### config.mk
export PLATFORM = sky130hd
export DESIGN_NAME = dp_fifo_ctrl
export DESIGN_NICKNAME = d
export VERILOG_FILES = /design/src/rtl/dp_fifo_ctrl_pkg.sv /design/src/rtl/fifo_out_buf.sv /design/src/rtl/dp_fifo_ctrl.sv
export SDC_FILE = /design/constraint.sdc
export NUM_CORES = 1
export LEC_CHECK = 0
export CAP_MARGIN = 40
export CORE_MARGIN = 10
export CORE_UTILIZATION = 55
export DETAILED_ROUTE_END_ITERATION = 12
export DONT_BUFFER_PORTS = 1
export PLACE_DENSITY = 0.7
export RECOVER_POWER = 50
export SLEW_MARGIN = 20
export SYNTH_ARGS = -nofsm -noshare
export SYNTH_HDL_FRONTEND = slang
export SYNTH_HIERARCHICAL = 1
export SYNTH_SLANG_ARGS = --single-unit
### constraint.sdc
create_clock -name clk -period 4.8 [get_ports clk]
set_input_delay 0.72 -clock clk [delete_from_list [all_inputs] [get_ports clk]]
set_output_delay 0.72 -clock clk [all_outputs]
set_load 0.1 [all_outputs]
### src/rtl/dp_fifo_ctrl_pkg.sv
// Shared sizing for the FIFO controller and the 1024x16 simple dual-port memory it drives.
package dp_fifo_ctrl_pkg;

   localparam int DATA_W_DEF = 16;
   localparam int ADDR_W_DEF = 10;
   localparam int DEPTH      = 2 ** ADDR_W_DEF;

endpackage

### src/rtl/fifo_out_buf.sv
// Two-entry register FIFO that absorbs the memory read latency; entry 0 is the head.
module fifo_out_buf
   import dp_fifo_ctrl_pkg::*;
#(
   parameter int DATA_W = DATA_W_DEF
) (
   input  logic              clk,
   input  logic              reset,
   input  logic              capture,
   input  logic [DATA_W-1:0] din,
   input  logic              pop,
   output logic [DATA_W-1:0] dout,
   output logic              valid,
   output logic [1:0]        cnt
);

   logic [DATA_W-1:0] entry0;
   logic [DATA_W-1:0] entry1;

   always_ff @(posedge clk) begin
      if (reset) begin
         entry0 <= '0;
         entry1 <= '0;
         cnt    <= 2'd0;
      end else begin
         case ({capture, pop})
            2'b10: begin
               if (cnt == 2'd0) entry0 <= din;
               else             entry1 <= din;
               cnt <= cnt + 2'd1;
            end
            2'b01: begin
               entry0 <= entry1;
               cnt    <= cnt - 2'd1;
            end
            2'b11: begin
               // Count is unchanged; the new word lands behind whatever remains.
               if (cnt == 2'd1) begin
                  entry0 <= din;
               end else begin
                  entry0 <= entry1;
                  entry1 <= din;
               end
            end
            default: ;
         endcase
      end
   end

   assign dout  = entry0;
   assign valid = (cnt != 2'd0);

endmodule

### src/rtl/dp_fifo_ctrl.sv
// FIFO controller for an external simple dual-port memory with a 1-cycle registered read,
// sustaining one word per clock through a 2-entry output buffer.
module dp_fifo_ctrl
   import dp_fifo_ctrl_pkg::*;
#(
   parameter int DATA_W = DATA_W_DEF,
   parameter int ADDR_W = ADDR_W_DEF
) (
   input  logic              clk,
   input  logic              reset,
   input  logic [DATA_W-1:0] s_data,
   input  logic              s_valid,
   output logic              s_ready,
   output logic [DATA_W-1:0] m_data,
   output logic              m_valid,
   input  logic              m_ready,
   output logic              mem_wr_en,
   output logic [ADDR_W-1:0] mem_wr_adr,
   output logic [DATA_W-1:0] mem_wr_data,
   output logic [ADDR_W-1:0] mem_rd_adr,
   input  logic [DATA_W-1:0] mem_rd_data,
   output logic [ADDR_W+1:0] count
);

   // Both streams are strict valid/ready: a word moves on a cycle where valid and ready
   // are both high; valid never waits on ready, and data is held while valid & !ready.

   logic [ADDR_W-1:0] wr_ptr;
   logic [ADDR_W-1:0] rd_ptr;
   logic [ADDR_W:0]   mem_cnt;
   logic              inflight;
   logic [1:0]        ob_cnt;
   logic [2:0]        ob_pending;
   logic              push;
   logic              pop;
   logic              fetch;

   // mem_cnt never exceeds DEPTH, so its MSB alone marks a full memory.
   assign s_ready = !reset && !mem_cnt[ADDR_W];
   assign push    = s_valid && s_ready;
   assign pop     = m_valid && m_ready;

   // Words that will occupy the output buffer next cycle if nothing new is fetched.
   assign ob_pending = {1'b0, ob_cnt} + {2'b00, inflight} - {2'b00, pop};
   assign fetch      = (mem_cnt != '0) && (ob_pending < 3'd2);

   assign mem_wr_en   = push;
   assign mem_wr_adr  = wr_ptr;
   assign mem_wr_data = s_data;
   assign mem_rd_adr  = rd_ptr;

   assign count = {1'b0, mem_cnt}
                + {{(ADDR_W+1){1'b0}}, inflight}
                + {{ADDR_W{1'b0}}, ob_cnt};

   always_ff @(posedge clk) begin
      if (reset) begin
         wr_ptr   <= '0;
         rd_ptr   <= '0;
         mem_cnt  <= '0;
         inflight <= 1'b0;
      end else begin
         if (push)  wr_ptr <= wr_ptr + ADDR_W'(1);
         if (fetch) rd_ptr <= rd_ptr + ADDR_W'(1);
         inflight <= fetch;
         mem_cnt  <= mem_cnt + (ADDR_W+1)'(push) - (ADDR_W+1)'(fetch);
      end
   end

   fifo_out_buf #(
      .DATA_W (DATA_W)
   ) u_out_buf (
      .clk     (clk),
      .reset   (reset),
      .capture (inflight),
      .din     (mem_rd_data),
      .pop     (pop),
      .dout    (m_data),
      .valid   (m_valid),
      .cnt     (ob_cnt)
   );

endmodule

==> results of run 1 <==
## cell families after synthesis
group / count (synthesis)
AOI/OAI and AO/OA: 136
buffers and inverters: 72
DFF: 66
adders and majority gates: 37
xor gates and xnor gates: 32
and+or+nand+nor: 105
muxes: 3
## state kept, by name, indices dropped and copies added, names as in the netlist
signal / count
u_out_buf/dout: 16
u_out_buf/entry1: 16
mem_cnt: 11
mem_rd_adr: 10
mem_wr_adr: 10
u_out_buf/cnt: 2
inflight: 1
## area by class of cell
class | count | area [um2] | area share [%]
Tap cell | 99 | 124 | 2.77
Clock buffer | 11 | 141 | 3.16
Inverter | 28 | 111 | 2.49
Clock inverter | 5 | 77.6 | 1.73
Sequential cell | 66 | 1320 | 29.6
Multi-Input combinational cell | 313 | 2370 | 53.1
Timing Repair Buffer | 55 | 322 | 7.19
## through the flow
step / TNS (ns) / util, % / worst slack (ns) / instances / instance area [um2]
after floorplan: 0 / - / 0.0186 / 451 / 4010
final: 0 / 62.3 / 0.336 / 577 / 4470
after detailed placement: 0 / 66.1 / 0.212 / 559 / 4740
after CTS: 0 / 69.2 / 0.191 / 575 / 4960
after global placement: 0 / 55.8 / 0.331 / 516 / 4010
after global routing: -0.00545 / 62.3 / -0.00545 / 577 / 4470
## per-layer routing
metal	global-route usage (%)	part of all wire, %	vias to the layer above
li1	-	-	1622
met5	0	0	-
met3	5.60	7.0	29
met1	19.3	40	1561
met4	9.41	2.9	0
met2	29.8	50	114
## worst max path at each step
stage	to	cells past startpoint
floorplan	mem_cnt[10]	20
global placement	mem_cnt[10]	20
detailed placement	mem_cnt[8]	20
CTS	mem_cnt[10]	20
global route	mem_cnt[8]	21
finish	mem_cnt[8]	21
## cells in the final DEF, fill, tap and decap left out, drive strengths merged, types with 3 or more instances in the layout
cell,instances
nand3,9
and3,4
xor2,12
or3,3
a311oi,16
nor3,5
nor2b,12
o31ai,18
o211ai,17
mux2,3
fa,4
o21ai,37
a21oi,38
a211oi,3
inv,27
dfxtp,66
nand4,5
o21bai,3
buf,16
clkbuf,50
ha,33
xnor2,20
nand2,16
nand2b,3
and2,5
nor2,36
## worst max-delay path, delay by kind of cell, from the launching register on
| kind | cells | cell delay [ns] |
|---|---|---|
| buffers and inverters | 6 | 0.63 |
| muxes | 1 | 0.32 |
| DFF | 1 | 0.36 |
| xor gates and xnor gates | 1 | 0.27 |
| and+or+nand+nor | 4 | 0.65 |
| adders and majority gates | 6 | 1.63 |
| AOI/OAI and AO/OA | 3 | 0.46 |
## repair_timing
| action | in CTS | in global routing |
|---|---|---|
| buffers inserted | 0 | 1 |
| resized for setup | 0 | 1 |
| endpoints found under the setup margin | 0 | 2 |
==> metrics.md, run 1 <==
| Metric | Value |
|---|---|
| First-pass GRT wire length | 16200 um |
| Largest family of logic cells by synthesized area | compound AO/OA/AOI/OAI gates |
| Synth Area in XOR/XNOR | 7.00% |
| Clock Tree Root | clkbuf_8 |
| Total Wirelength | 9780 um |
| Synth top area share | 33.0% |
| Synth unique cells | 45 |
| Vias in the first global route | 3368 |
| Fill cell count | 613 |
| Hold WC Path Type | in2reg |
| Crit-path slowest cell | fa_1 |
| Die area | 11100 um2 |
| Failing checks | max-capacitance violations, max-slew violations |
| CP Launch Type | flip-flop |
| Post-CTS Hold Buffers | 0 |
| GRT Total Usage | 17.6% |
| Synth Flop Type | dfxtp_1 |
| Mux cell area share after synthesis | 0.844% |
| Remaining DRCs | 0 |
| Setup violations, final | 0 |
| Max Slew Vio Count | 10 |
| Seq/Total Area, Yosys | 33.0% |
| Clock Skews | 0.00702 ns |
| Status | complete, but fails checks |
| Critical path data required time | 5.03 ns |
| Overall die height | 105 um |
| Compound-Gate Fraction of Synth Area | 23.6% |
| Final period util | 93.0% |
| FMAX | 224 MHz |
| Register bit total from synthesis | 66 |
| DR WL/cell | 17.0 um |
| I/O Buffers | 0 |
| Core ar. | 7180 um2 |
| Gp weighted congestion | 0.788 |
| Worst skew pair latency | 0.34 ns |
| Top Ports | 103 |
| Grt ovf | 0 |
| Relative slew margins | -2.24% |
| Area leader, netlist | dfxtp_1 |
| R2R Path End | mem_cnt[8] |
| Mapped Area | 4000 um2 |
| # H-tree levels | 3 |
| Maximum root-to-sink buffer count | 2 |
| Synth Warn # | 6 |
| Pre-antenna DRT Iters | 4 |
| Minimum clock period | 4.46 ns |
| Standard-cell rows | 31 |
| Slew of the pin with the lowest slew margin | 1.53 ns |
| CP startpoint | u_out_buf/cnt[1] |
| Most frequent cell after synthesis | dfxtp_1 |
| Post-Syn Nets | 524 |
| Fraction of layout cells with a size suffix above 1 | 13.6% |
| Max-cap violations | 1 |
| Largest net degree at the start of global routing | 72 |
| Worst hold stages | 1 |
| Hold Violations, Final | 0 |
| Layout area overhead | 11.8% |
| Antenna diode count | 0 |
| Die W | 105 um |
| Class of the most critical setup path | reg2reg |
| Hold_sp | reset |
| Total CTS buffers | 9 |
| Antenna-violating nets left | 0 |
| Initial Util | 55.8% |
| FF-to-FF Start | u_out_buf/cnt[1] |
| Ys async rst share | 0% |
| Clk slew on worst S/H paths | 0.07 ns |
| Critical Path AT | 4.70 ns |
| Cells along the critical path | inv_1 -> ha_1 -> clkinvlp_4 -> and2_1 -> ha_1 -> nand2b_1 -> fa_1 -> xnor2_1 -> o211ai_4 -> inv_4 -> ha_1 -> inv_1 -> ha_1 -> inv_1 -> fa_1 -> and2b_1 -> nor3_1 -> o31ai_2 -> buf_4 -> a211oi_1 -> mux2_1 |
| Nets | 546 |
| CTS sink count | 66 |
| Synth Area in Simple Gates | 13.8% |
| Fin Hold WS | 0.443 ns |
| Syn_area_per_cell | 8.87 um2 |
| Peak fanout along the critical path | 9 |
| CP most frequent cell | ha_1 |
| Post-synth top cells | dfxtp_1 (66), a21oi_1 (37), nor2_1 (36) |
| Initial antenna violation count | 0 |
| Synth top area cells | dfxtp_1 (33%), ha_1 (10%), a21oi_1 (4.6%), o21ai_0 (4.4%), xnor2_1 (4.4%) |
| CP endpoint kind | flip-flop |
| R2R Setup Slk | 0.34 ns |
| DP HPWL | 7120 um |
| Starting DRT DRC Count | 110 |
| Hold Path Sink | mem_wr_adr[0] |
| Vias/cell | 5.76 |
| EDFF count, synth | 0 |
| CP max stage delay | 0.37 ns |
| Synth Area in Adders | 12.3% |
| CTS tree | built |
| Cells after Synth | 451 |
| Vias | 3326 |
| R2R depth | 21 |
Power of run 1 is not shown: default switching activity piles up to over one toggle a cycle in this logic, so the estimate is an artifact.
==> run 2: changes to the inputs <==
--- a/config.mk
+++ b/config.mk
@@ -6,11 +6,10 @@
 export NUM_CORES = 1
 export LEC_CHECK = 0
 export CAP_MARGIN = 40
-export CORE_MARGIN = 10
-export CORE_UTILIZATION = 55
+export CORE_MARGIN = 2
+export CORE_UTILIZATION = 25
 export DETAILED_ROUTE_END_ITERATION = 12
 export DONT_BUFFER_PORTS = 1
-export PLACE_DENSITY = 0.7
 export RECOVER_POWER = 50
 export SLEW_MARGIN = 20
 export SYNTH_ARGS = -nofsm -noshare
==> metrics.md, run 2 (same netlist as run 1, synthesis figures left out) <==
| Metric | Value |
|---|---|
| Status | complete, no violations |
| Total Wirelength | 10100 um |
| CP Launch Type | flip-flop |
| CTS sink count | 66 |
| Total CTS buffers | 9 |
| Overall die height | 131 um |
| Gp weighted congestion | 0.821 |
| Vias in the first global route | 3251 |
| Nets | 545 |
| Largest net degree at the start of global routing | 72 |
| FMAX | 222 MHz |
| Initial Util | 25.4% |
| Max Slew Vio Count | 0 |
| I/O Buffers | 0 |
| Layout area overhead | 18.4% |
| R2R depth | 20 |
| Class of the most critical setup path | reg2reg |
| Final period util | 93.8% |
| Post-layout util | 30.1% |
| GRT Total Usage | 12.0% |
| Post-CTS setup buffer count | 0 |
| Post-placement cell area | 4850 um2 |
| Cells along the critical path | inv_1 -> ha_1 -> clkinvlp_4 -> and2_1 -> ha_1 -> nand2b_1 -> fa_1 -> xnor2_2 -> o211ai_4 -> inv_4 -> ha_1 -> inv_1 -> ha_1 -> inv_1 -> fa_1 -> and2b_1 -> nor3_1 -> o31ai_2 -> a211oi_1 -> mux2_1 |
| Initial antenna violation count | 0 |
| Remaining DRCs | 0 |
| Fraction of layout cells with a size suffix above 1 | 13.4% |
| Post-CTS Hold Buffers | 0 |
| DR WL/cell | 14.5 um |
| Vias | 3318 |
| Max-cap violations | 0 |
| DP HPWL | 7280 um |
| # H-tree levels | 3 |
| Post-CTS resize count | 0 |
| Slew of the pin with the lowest slew margin | 1.47 ns |
| Antenna-violating nets left | 0 |
| Critical Path AT | 4.72 ns |
| Crit-path slowest cell | fa_1 |
| CTS tree | built |
| Worst hold stages | 2 |
| Clock Skews | 0.00738 ns |
| Setup violations, final | 0 |
| Hold WC Path Type | reg2reg |
| Most frequent cells in the layout | dfxtp_1 (65), clkbuf_1 (39), a21oi_1 (37), o21ai_0 (36), nor2_1 (34) |
| Core ar. | 15800 um2 |
| Commonest non-fill, non-tap cell in the layout | dfxtp_1 |
| Die area | 17000 um2 |
| CP endpoint kind | flip-flop |
| Clock Tree Root | clkbuf_16 |
| Peak fanout along the critical path | 9 |
| Setup TNS | 0 ns |
| Minimum clock period | 4.50 ns |
| Inst Count DP | 677 |
| Relative slew margins | 2.10% |
| Standard-cell rows | 46 |
| RSZ-0062 raised after global routing | no |
| Top Ports | 103 |
| Maximum root-to-sink buffer count | 2 |
| Worst skew pair latency | 0.33 ns |
| First-pass GRT wire length | 16000 um |
| Post-Layout Cell Count | 693 |
| Antenna diode count | 0 |
| Starting DRT DRC Count | 195 |
| Critical path data required time | 5.02 ns |
| Vias/cell | 4.79 |
| Die W | 131 um |
| CP most frequent cell | ha_1 |
| Clk slew on worst S/H paths | 0.06 ns |
| Hold Violations, Final | 0 |
| Final Instance Area | 4740 um2 |
| CP max stage delay | 0.42 ns |
| Grt ovf | 0 |
| Pre-antenna DRT Iters | 4 |
## run 2: layer usage
metal / vias to the layer above / global-route usage, % / wire, um
li1: 1624 / - / -
met1: 1576 / 13.1 / 4190
met2: 107 / 22.2 / 5070
met3: 11 / 3.46 / 664
met4: 0 / 4.01 / 130
met5: - / 0 / 0
## run 2: final timing paths
kind	start	slack (ns)	to
worst max register to register	u_out_buf/cnt[1]	0.30	mem_cnt[8]
worst min-delay path	u_out_buf/entry1[15]	0.46	u_out_buf/entry1[15]
worst min register to register	u_out_buf/entry1[15]	0.46	u_out_buf/entry1[15]
worst max-delay path	u_out_buf/cnt[1]	0.30	mem_cnt[8]
## run 2: metrics by stage
step,hold slack [ns],worst slack (ns)
floorplan,0.445,0.0186
global placement,0.446,0.285
detailed placement,0.452,0.162
CTS,0.455,0.124
global route,0.453,0.0162
finish,0.463,0.297
## run 2: layout make-up
class / instances / area, um2
Fill cell: 1698 / 11000
Multi-Input combinational cell: 313 / 2370
Sequential cell: 66 / 1320
Timing Repair Buffer: 54 / 290
Tap cell: 216 / 270
Clock buffer: 10 / 239
Clock inverter: 6 / 138
Inverter: 28 / 111
## run 2: worst max-delay path, delay by kind of cell (launching register included)
family | cells | cell delay (ns)
multiplexers | 1 | 0.32
buffers and inverters | 5 | 0.46
XOR/XNOR | 1 | 0.22
flip-flops | 1 | 0.36
AND/OR/NAND/NOR | 4 | 0.67
adder cells (fa/ha/maj) | 6 | 1.71
AO/OA/AOI/OAI | 3 | 0.63
Power of run 2 is left out for the same reason.
==> run 3: changes to the inputs <==
--- a/config.mk
+++ b/config.mk
@@ -6,6 +6,7 @@
 export NUM_CORES = 1
 export LEC_CHECK = 0
 export CAP_MARGIN = 40
+export CORE_ASPECT_RATIO = 1.1
 export CORE_MARGIN = 2
 export CORE_UTILIZATION = 25
 export DETAILED_ROUTE_END_ITERATION = 12
==> metrics.md, run 3 (same netlist as run 1, synthesis figures left out) <==
| Metric | Value |
|---|---|
| Post-CTS setup buffer count | 0 |
| RSZ-0062 raised after global routing | no |
| First-pass GRT wire length | 16000 um |
| Max Used Layer | met4 |
| Setup violations, final | 0 |
| Minimum clock period | 4.52 ns |
| Failing checks | max-capacitance violations, max-slew violations |
| Status | complete, but fails checks |
| Slew of the pin with the lowest slew margin | 1.56 ns |
| CP Launch Type | flip-flop |
| DP HPWL | 7500 um |
| Worst skew pair latency | 0.33 ns |
| Final period util | 94.2% |
| Antenna diode count | 0 |
| Core ar. | 15700 um2 |
| Grt ovf | 0 |
| Post-CTS resize count | 0 |
| Peak fanout along the critical path | 9 |
| Largest net degree at the start of global routing | 72 |
| Die area | 17000 um2 |
| Standard-cell rows | 48 |
| Commonest non-fill, non-tap cell in the layout | dfxtp_1 |
| # H-tree levels | 3 |
| Vias/cell | 4.89 |
| DR WL/cell | 15.2 um |
| Fraction of layout cells with a size suffix above 1 | 13.2% |
| Fill cell count | 1614 |
| Vias in the first global route | 3214 |
| Pre-antenna DRT Iters | 4 |
| Relative slew margins | -4.27% |
| CP max stage delay | 0.45 ns |
| Initial Util | 25.5% |
| M1 WL | 4300 um |
| GRT Total Usage | 12.0% |
| Most frequent cells in the layout | dfxtp_1 (66), clkbuf_1 (39), a21oi_1 (37), o21ai_0 (36), nor2_1 (34) |
| Initial antenna violation count | 0 |
| CP most frequent cell | ha_1 |
| CTS sink count | 66 |
| Hold WC Path Type | in2reg |
| Met2 wire length | 5210 um |
| CP top delay family | adder cells |
| Die W | 125 um |
| Layout area overhead | 16.2% |
| Class of the most critical setup path | reg2reg |
| Remaining DRCs | 0 |
| FMAX | 221 MHz |
| Top Ports | 103 |
| Vias | 3317 |
| Nets | 546 |
| Post-CTS Hold Buffers | 0 |
| Starting DRT DRC Count | 301 |
| Post-layout util | 29.7% |
| Cells along the critical path | inv_1 -> ha_1 -> clkinvlp_4 -> and2_1 -> ha_1 -> nand2b_1 -> fa_1 -> xnor2_1 -> o211ai_4 -> inv_4 -> ha_1 -> inv_1 -> ha_1 -> inv_1 -> fa_1 -> and2b_1 -> nor3_1 -> o31ai_2 -> a211oi_1 -> mux2_1 |
| CP startpoint | u_out_buf/cnt[1] |
| Setup TNS | 0 ns |
| Critical path data required time | 5.02 ns |
| Clk slew on worst S/H paths | 0.06 ns |
| Hold Violations, Final | 0 |
| I/O Buffers | 0 |
| Hold_sp | reset |
| Critical Path AT | 4.74 ns |
| Crit path buf inv count | 5 |
| DR WL met3 | 616 um |
| Max-cap violations | 1 |
| CP endpoint kind | flip-flop |
| Total Wirelength | 10300 um |
| FF-to-FF Start | u_out_buf/cnt[1] |
| Clock Tree Root | clkbuf_16 |
| Clock Skews | 0.00536 ns |
| Overall die height | 137 um |
| Maximum root-to-sink buffer count | 2 |
| CTS tree | built |
| Gp weighted congestion | 0.801 |
| Antenna-violating nets left | 0 |
| Fin Hold WS | 0.463 ns |
| Max Slew Vio Count | 9 |
| Crit-path slowest cell | dfxtp_1 |
| Total CTS buffers | 9 |
| Final Instance Area | 4650 um2 |
| Post-placement cell area | 4850 um2 |
==> run 3: through the flow <==
step / setup slack [ns] / instances
finish: 0.281 / 678
global route: 0.0434 / 678
CTS: 0.156 / 677
detailed placement: 0.179 / 661
global placement: 0.312 / 617
floorplan: 0.0186 / 451
==> run 3: per-layer routing <==
metal	vias up	track usage, %
met3	10	3.24
met5	-	0
met4	0	5.68
met2	111	21.0
met1	1576	13.8
li1	1620	-
==> run 3: worst paths after layout <==
check | endpoint | slack (ns) | depth (start not counted)
hold / removal | mem_cnt[5] | 0.46 | 1
setup reg to reg | mem_cnt[10] | 0.28 | 20
setup / recovery | mem_cnt[10] | 0.28 | 20
hold reg to reg | u_out_buf/entry1[3] | 0.47 | 2
==> run 3: worst register-to-register path, delay by kind of cell, from the launching register on <==
family	cells	cell delay, ns
buf+inv	5	0.45
mux	1	0.33
xor+xnor	1	0.27
flops	1	0.45
compound gates	3	0.62
fa+ha+maj	6	1.61
simple gates	4	0.66
==> run 3: cell type report <==
class                      count  area [um2]  area share, %
multi-input combinational    313        2360           50.8
clock buffer                  11         253           5.43
sequential                    66        1320           28.4
inverter                      28         111           2.39
clock inverter                 5        52.6           1.13
tap                          200         250           5.38
timing repair buffer          55         302           6.48
Power of run 3 is left out for the same reason.
